[config.mk]
export PLATFORM = sky130hd
export DESIGN_NAME = vz_upload
export DESIGN_NICKNAME = d
export VERILOG_FILES = /design/src/rtl/vz_upload.sv
export SDC_FILE = /design/constraint.sdc
export NUM_CORES = 1
export LEC_CHECK = 0
export ABC_AREA = 1
export CAP_MARGIN = 20
export CORE_ASPECT_RATIO = 0.8
export CORE_MARGIN = 2
export CORE_UTILIZATION = 59
export CTS_BUF_LIST = sky130_fd_sc_hd__clkbuf_8
export DETAILED_ROUTE_END_ITERATION = 16
export HOLD_SLACK_MARGIN = 0.03
export PLACE_DENSITY = 0.88
export REMOVE_ABC_BUFFERS = 1
export SETUP_SLACK_MARGIN = 0.4
export SLEW_MARGIN = 30
export SYNTH_ARGS = -nofsm -noshare
export SYNTH_HDL_FRONTEND = slang
export SYNTH_SLANG_ARGS = --single-unit
[constraint.sdc]
create_clock -name clk_sys -period 6.2 [get_ports clk_sys]
set_clock_uncertainty 0.1 [all_clocks]
set_input_delay 1.24 -clock clk_sys [delete_from_list [all_inputs] [get_ports clk_sys]]
set_output_delay 1.24 -clock clk_sys [all_outputs]
set_load 0.02 [all_outputs]
[src/rtl/vz_upload.sv]
// vz_upload: serves a VZ snapshot (24-byte header + RAM range) to hps_io
// during an ioctl upload. One byte is fetched per ioctl_rd strobe; the Z80 is
// held in WAIT for the whole transfer so the RAM image does not change.
module vz_upload #(
  parameter int NAME_LEN = 17,
  parameter int RAM_LAT  = 1
) (
  input  logic        clk_sys,
  input  logic        reset,
  input  logic        ioctl_upload,
  input  logic        ioctl_rd,
  input  logic [15:0] ioctl_addr,
  output logic [7:0]  ioctl_din,
  input  logic [15:0] start_addr,
  input  logic [15:0] end_addr,
  input  logic [7:0]  file_type,
  input  logic [7:0]  name_char,
  output logic [4:0]  name_idx,
  output logic [15:0] ram_addr,
  output logic        ram_rd,
  input  logic [7:0]  ram_data,
  output logic        cpu_wait,
  output logic [16:0] image_len,
  output logic        busy,
  output logic        led
);

  // Header layout: "VZF0", filename (last char forced NUL), type, start lo/hi
  localparam logic [15:0] NAME_LAST = 16'(4 + NAME_LEN - 1);
  localparam logic [15:0] TYPE_OFF  = 16'(4 + NAME_LEN);
  localparam logic [15:0] HDR_LEN   = 16'(NAME_LEN + 7);
  localparam logic [1:0]  WAIT_INIT = 2'(RAM_LAT - 1);

  typedef enum logic [2:0] {
    S_IDLE, S_ARMED, S_HDR, S_RAM_REQ, S_RAM_WAIT, S_PRESENT
  } state_t;

  state_t      state_q, state_d;
  logic [15:0] start_q, start_d;
  logic [15:0] end_q, end_d;
  logic [7:0]  type_q, type_d;
  logic [16:0] len_q, len_d;
  logic [15:0] off_q, off_d;
  logic [7:0]  din_q, din_d;
  logic [7:0]  data_q, data_d;
  logic [15:0] ram_addr_q, ram_addr_d;
  logic        ram_rd_q, ram_rd_d;
  logic        cpu_wait_q, cpu_wait_d;
  logic        busy_q, busy_d;
  logic [4:0]  name_idx_q, name_idx_d;
  logic [1:0]  wait_q, wait_d;

  logic        arm_now;
  logic        accept;
  logic        in_hdr;
  logic        in_ram;
  logic [15:0] eff_start;
  logic [16:0] eff_len;
  logic [7:0]  hdr_byte;

  // Image length in 17 bits; an inverted range means an empty RAM section
  function automatic logic [16:0] calc_len(input logic [15:0] s, input logic [15:0] e);
    if (e < s) return {1'b0, HDR_LEN};
    return {1'b0, e} - {1'b0, s} + {1'b0, HDR_LEN} + 17'd1;
  endfunction

  // Request decode; on the arming cycle the live inputs stand in for the
  // not-yet-latched registers so a read in that same cycle sees new values
  always_comb begin
    arm_now   = (state_q == S_IDLE) && ioctl_upload;
    eff_start = arm_now ? start_addr : start_q;
    eff_len   = arm_now ? calc_len(start_addr, end_addr) : len_q;
    accept    = ioctl_rd && ioctl_upload &&
                ((state_q == S_IDLE) || (state_q == S_ARMED));
    in_hdr    = ioctl_addr < HDR_LEN;
    in_ram    = {1'b0, ioctl_addr} < eff_len;
  end

  // Header byte for the latched offset
  always_comb begin
    hdr_byte = 8'h00;
    if (off_q < 16'd4) begin
      case (off_q[1:0])
        2'd0:    hdr_byte = 8'h56;
        2'd1:    hdr_byte = 8'h5A;
        2'd2:    hdr_byte = 8'h46;
        default: hdr_byte = 8'h30;
      endcase
    end else if (off_q < NAME_LAST) begin
      hdr_byte = name_char;
    end else if (off_q == NAME_LAST) begin
      hdr_byte = 8'h00;
    end else if (off_q == TYPE_OFF) begin
      hdr_byte = type_q;
    end else if (off_q == TYPE_OFF + 16'd1) begin
      hdr_byte = start_q[7:0];
    end else begin
      hdr_byte = start_q[15:8];
    end
  end

  // State register
  always_ff @(posedge clk_sys) begin
    if (reset) state_q <= S_IDLE;
    else       state_q <= state_d;
  end

  // Next-state logic; dropping ioctl_upload wins from any state
  always_comb begin
    state_d = state_q;
    if (!ioctl_upload) begin
      state_d = S_IDLE;
    end else begin
      case (state_q)
        S_IDLE, S_ARMED: begin
          state_d = S_ARMED;
          if (ioctl_rd) begin
            if (in_hdr)      state_d = S_HDR;
            else if (in_ram) state_d = S_RAM_REQ;
            else             state_d = S_PRESENT;
          end
        end
        S_HDR:      state_d = S_ARMED;
        S_RAM_REQ:  state_d = S_RAM_WAIT;
        S_RAM_WAIT: if (wait_q == 2'd0) state_d = S_PRESENT;
        S_PRESENT:  state_d = S_ARMED;
        default:    state_d = S_IDLE;
      endcase
    end
  end

  // Output / datapath next values
  always_comb begin
    start_d    = start_q;
    end_d      = end_q;
    type_d     = type_q;
    len_d      = len_q;
    off_d      = off_q;
    din_d      = din_q;
    data_d     = data_q;
    ram_addr_d = ram_addr_q;
    ram_rd_d   = 1'b0;
    cpu_wait_d = cpu_wait_q;
    busy_d     = busy_q;
    name_idx_d = name_idx_q;
    wait_d     = wait_q;

    if (!ioctl_upload) begin
      cpu_wait_d = 1'b0;
      busy_d     = 1'b0;
    end else begin
      if (arm_now) begin
        start_d    = start_addr;
        end_d      = end_addr;
        type_d     = file_type;
        len_d      = calc_len(start_addr, end_addr);
        cpu_wait_d = 1'b1;
      end
      if (accept) begin
        off_d  = ioctl_addr;
        busy_d = 1'b1;
        if (in_hdr) begin
          if (ioctl_addr >= 16'd4 && ioctl_addr <= NAME_LAST)
            name_idx_d = ioctl_addr[4:0] - 5'd4;
        end else begin
          // Address is formed even past the end; only ram_rd gates the access
          ram_addr_d = eff_start + (ioctl_addr - HDR_LEN);
          if (in_ram) ram_rd_d = 1'b1;
          else        data_d   = 8'h00;
        end
      end
      case (state_q)
        S_HDR: begin
          din_d  = hdr_byte;
          busy_d = 1'b0;
        end
        S_RAM_REQ: wait_d = WAIT_INIT;
        S_RAM_WAIT: begin
          if (wait_q == 2'd0) data_d = ram_data;
          else                wait_d = wait_q - 2'd1;
        end
        S_PRESENT: begin
          din_d  = data_q;
          busy_d = 1'b0;
        end
        default: ;
      endcase
    end
  end

  // Datapath registers
  always_ff @(posedge clk_sys) begin
    if (reset) begin
      start_q    <= 16'h0000;
      end_q      <= 16'h0000;
      type_q     <= 8'h00;
      len_q      <= 17'd0;
      off_q      <= 16'h0000;
      din_q      <= 8'h00;
      data_q     <= 8'h00;
      ram_addr_q <= 16'h0000;
      ram_rd_q   <= 1'b0;
      cpu_wait_q <= 1'b0;
      busy_q     <= 1'b0;
      name_idx_q <= 5'd0;
      wait_q     <= 2'd0;
    end else begin
      start_q    <= start_d;
      end_q      <= end_d;
      type_q     <= type_d;
      len_q      <= len_d;
      off_q      <= off_d;
      din_q      <= din_d;
      data_q     <= data_d;
      ram_addr_q <= ram_addr_d;
      ram_rd_q   <= ram_rd_d;
      cpu_wait_q <= cpu_wait_d;
      busy_q     <= busy_d;
      name_idx_q <= name_idx_d;
      wait_q     <= wait_d;
    end
  end

  assign ioctl_din = din_q;
  assign name_idx  = name_idx_q;
  assign ram_addr  = ram_addr_q;
  assign ram_rd    = ram_rd_q;
  assign cpu_wait  = cpu_wait_q;
  assign led       = cpu_wait_q;
  assign busy      = busy_q;
  assign image_len = len_q;

  // end_q is kept for visibility of the latched range; its effect lives in len_q
  logic unused_end;
  assign unused_end = ^end_q;

endmodule

==> results.yml <==
clock_tree:
  post_cts_buffers: 0
  cts_tree: "built"
  cts_hold_buffers: 0
  clk_path_buf_depth: 2
  clock_latency_ps: 380
  ctsResizeCount: 0
  clkSinkCount: 102
  clockRootBuffer: "clkbuf_8"
  cts_buffers: 9
  clk_pin_slew_ps: 90
  cts_htree_levels: 3
worst_setup_path:
  critPathRequiredTime_ps: 6370
  slowest_delay_ps: 470
  crit_fanout: 8
  path_common_cell: "nand2_1"
  r2r_slack_ps: 2260
  crit_chain: "clkdlybuf4s50_1, inv_1, ha_1, inv_1, fa_1, nor2_1, inv_1, nor3_1, nand3_1, nand2_1, nand2_1, a22oi_1, o21ai_0, and2_1, ha_1, nand4_1, or3b_2, nor2_1, nand2_1, nand2_2, nand2_4, nand2_1, a21oi_1"
  critical_path_arrival_ps: 5460
  ff2ff_path_depth: 24
  reg2reg_to: "ram_addr[15]$_SDFFE_PP0P_"
  cp-end-kind: "flop"
  rr_startpoint: "state_q[1]$_SDFFE_PP0P_"
  start_kind: "input port"
  slowest_stage: "fa_1"
  path_class: "in -> reg"
grt:
  met1_usage_pct: 44.1
  first_global_vias: 6885
  antenna_found_initial: 0
  grt_use_met2_pct: 51.2
  grt_pass1_wl_um: 33000
  grt-ovfl-total: 0
  grt_busiest_layer: "met2"
  grt_usage_pct: 32.0
  grt_max_degree: 43
  met3_usage_pct: 7.40
place:
  post-dp-hpwl_um: 15600
  gp_congestion: 0.973
  place_area_um2: 8390
  io_buffers: 125
  dp_slack_ps: 643
synth:
  netlist_instances: 1022
  synth_top_area_cell: "dfxtp_1"
  synth_top_family_by_area: "simple AND/OR/NAND/NOR gates"
  synth_warnings: 0
  seq_area_frac_synth_pct: 29.1
  synth_fa_ha_area_share_pct: 16.9
  yosys.cell_types.count: 50
  synth_area_leaders: "dfxtp_1 29%, ha_1 15%, nand2_1 10%, inv_1 9.7%, a21oi_1 7.0%"
  synth_edf_count: 0
  synth-simple-area-share_pct: 22.1
  synth_area_per_cell_um2: 6.86
  synth_top_flop_cell: "dfxtp_1"
  synth_compound_area_share_pct: 18.2
  synth-xor-area-share_pct: 1.87
  synth_area_um2: 7010
  async_flop_share_pct: 0
  yosys.area.top_type_share_pct: 29.1
  synth_seq_cells: 102
  synthMuxAreaShare_pct: 0
timing:
  timing.final.crit_share_pct: 85.3
  finalCriticalPeriod_ps: 5290
  setup_viol: 0
  fin_setup_tns_ps: 0
  worst_pin_slew_ps: 899
  rsz0062_at_grt: "false"
  hold_viol: 0
  setup_ws_ps: 912
  fmax_mhz: 189
  holdWs_ps: 327
  timing.slew.headroom_pct: 40.0
  slew_violations: 0
detailed_routing:
  vias: 7082
  totalWireLength_um: 19800
  drt.antenna.violating_nets: 0
  drc: 0
  via_per_inst: 5.48
  drt_iter0_markers: 537
  wl_per_cell_um: 15.3
  drt-pass1-iter-count: 5
floorplanning:
  rows: 35
  die_x_um: 126
  die_y_um: 101
  core_region_area_um2: 11600
  ioPinCount: 126
  start_util_pct: 60.6
  dieArea_um2: 12800
power_and_ir_drop:
  max-vdd-ir-drop_mv: 0.147
  intPower_mw: 1.15
  seq_power_share_pct: 39.7
  comb_power_share_pct: 39.8
  p_sw_uw: 709
  swShare_pct: 38.2
  p_clk_share_pct: 20.4
  p_per_area_nw_per_um2: 217
  p_leak_nw: 4.18
run_status:
  status: "finished clean"
layout:
  final_util_pct: 74.0
  stdcell_area_um2: 8560
  diodes: 0
  fin_nets: 1305
  drive_above_1_share_pct: 3.58
  area_growth_syn_to_layout_pct: 22.1
job:
  maxCapViolCount: 0
worst_hold_path:
  holdCritStartpoint: "wait_q[0]$_SDFFE_PP0P_"
  holdPathEnd: "wait_q[0]$_SDFFE_PP0P_"
  holdPathStages: 1
  hold_path_class: "reg -> reg"
==> logic make-up (layout without fill, tap and decap cells) <==
family / count (synthesis) / after routing
AND/OR/NAND/NOR: 370 / 370
AO/OA/AOI/OAI: 231 / 231
buffers and inverters: 214 / 336
flip-flops: 102 / 102
adder cells (fa/ha/maj): 90 / 90
XOR/XNOR: 15 / 15
==> critical path, delay by kind of cell <==
family,cells,cell delay [ps]
buffers and inverters,4,670
adders and majority gates,3,980
and+or+nand+nor,13,2220
AOI/OAI and AO/OA,3,350
==> power by group through the flow <==
stage | Sequential [mW] | Clock (mW) | Combinational [mW]
after global placement | 0.751 | 0 | 0.709
final | 0.738 | 0.379 | 0.740
after detailed placement | 0.751 | 0 | 0.723
after global routing | 0.743 | 0.407 | 0.834
after floorplan | 0.770 | 0 | 0.453
after CTS | 0.737 | 0.378 | 0.731
==> per-layer routing <==
layer	up-vias	share of wire (%)	wire length, µm
met1	3231	46	9150
met2	279	43	8420
met3	36	9.2	1820
li1	3536	-	-
met4	0	1.9	372
met5	-	0	0
==> worst max path at each step <==
stage | startpoint | endpoint | slack (ps) | cells past startpoint
2_1_floorplan | ioctl_upload | ram_addr[15]$_SDFFE_PP0P_ | 1310 | 22
3_3_place_gp | start_addr[6] | data_q[0]$_SDFFE_PP0P_ | 710 | 21
3_5_place_dp | start_addr[8] | data_q[2]$_SDFFE_PP0P_ | 640 | 23
4_1_cts | start_addr[8] | data_q[3]$_SDFFE_PP0P_ | 1030 | 23
5_1_grt | start_addr[8] | data_q[6]$_SDFFE_PP0P_ | 680 | 23
6_report | start_addr[8] | data_q[3]$_SDFFE_PP0P_ | 910 | 23
==> cells in the final DEF, fill, tap and decap left out, drive strengths merged, types with 6 or more instances in the layout <==
| cell | n |
|---|---|
| clkbuf | 9 |
| nor2 | 100 |
| clkdlybuf4s50 | 125 |
| inv | 187 |
| nand2 | 194 |
| o21ai | 93 |
| a211oi | 6 |
| fa | 8 |
| a21oi | 99 |
| xnor2 | 6 |
| dfxtp | 102 |
| buf | 8 |
| o211ai | 7 |
| nor3 | 15 |
| nand3 | 47 |
| xor2 | 9 |
| ha | 82 |
==> cell usage after synthesis, types with 4 or more instances <==
library cell / instances
inv_1: 182
dfxtp_1: 102
o21ai_0: 92
nor3_1: 13
fa_1: 8
nand2_1: 192
a211oi_1: 6
ha_1: 82
nand3_1: 46
nand4_1: 4
o211ai_1: 6
clkbuf_1: 23
o22ai_1: 4
a21oi_1: 98
nor2_1: 99
xnor2_1: 6
xor2_1: 9
==> area by class of cell <==
class	count	area [µm²]
well taps	148	185
clock buffers	9	124
flip-flops and latches	102	2040
fillers	1018	3010
multi-input cells	706	4150
inverters	187	704
clock inverters	7	42.5
repair buffers	133	1310
==> stage by stage <==
stage          std cells  power, mW
2_1_floorplan        995       1.22
3_3_place_gp        1276       1.46
3_5_place_dp        1276       1.47
4_1_cts             1292       1.85
5_1_grt             1292       1.98
6_report            1292       1.86
==> state kept, by name, summed over array words and instances (netlist names) <==
| register | flops |
|---|---|
| image_len | 17 |
| off_q | 16 |
| ram_addr | 16 |
| start_q | 16 |
| data_q | 8 |
| ioctl_din | 8 |
| type_q | 8 |
| name_idx | 5 |
| state_q | 3 |
| wait_q | 2 |
| busy | 1 |
| cpu_wait | 1 |
| ram_rd | 1 |
Power figures use the tool's default switching activity.
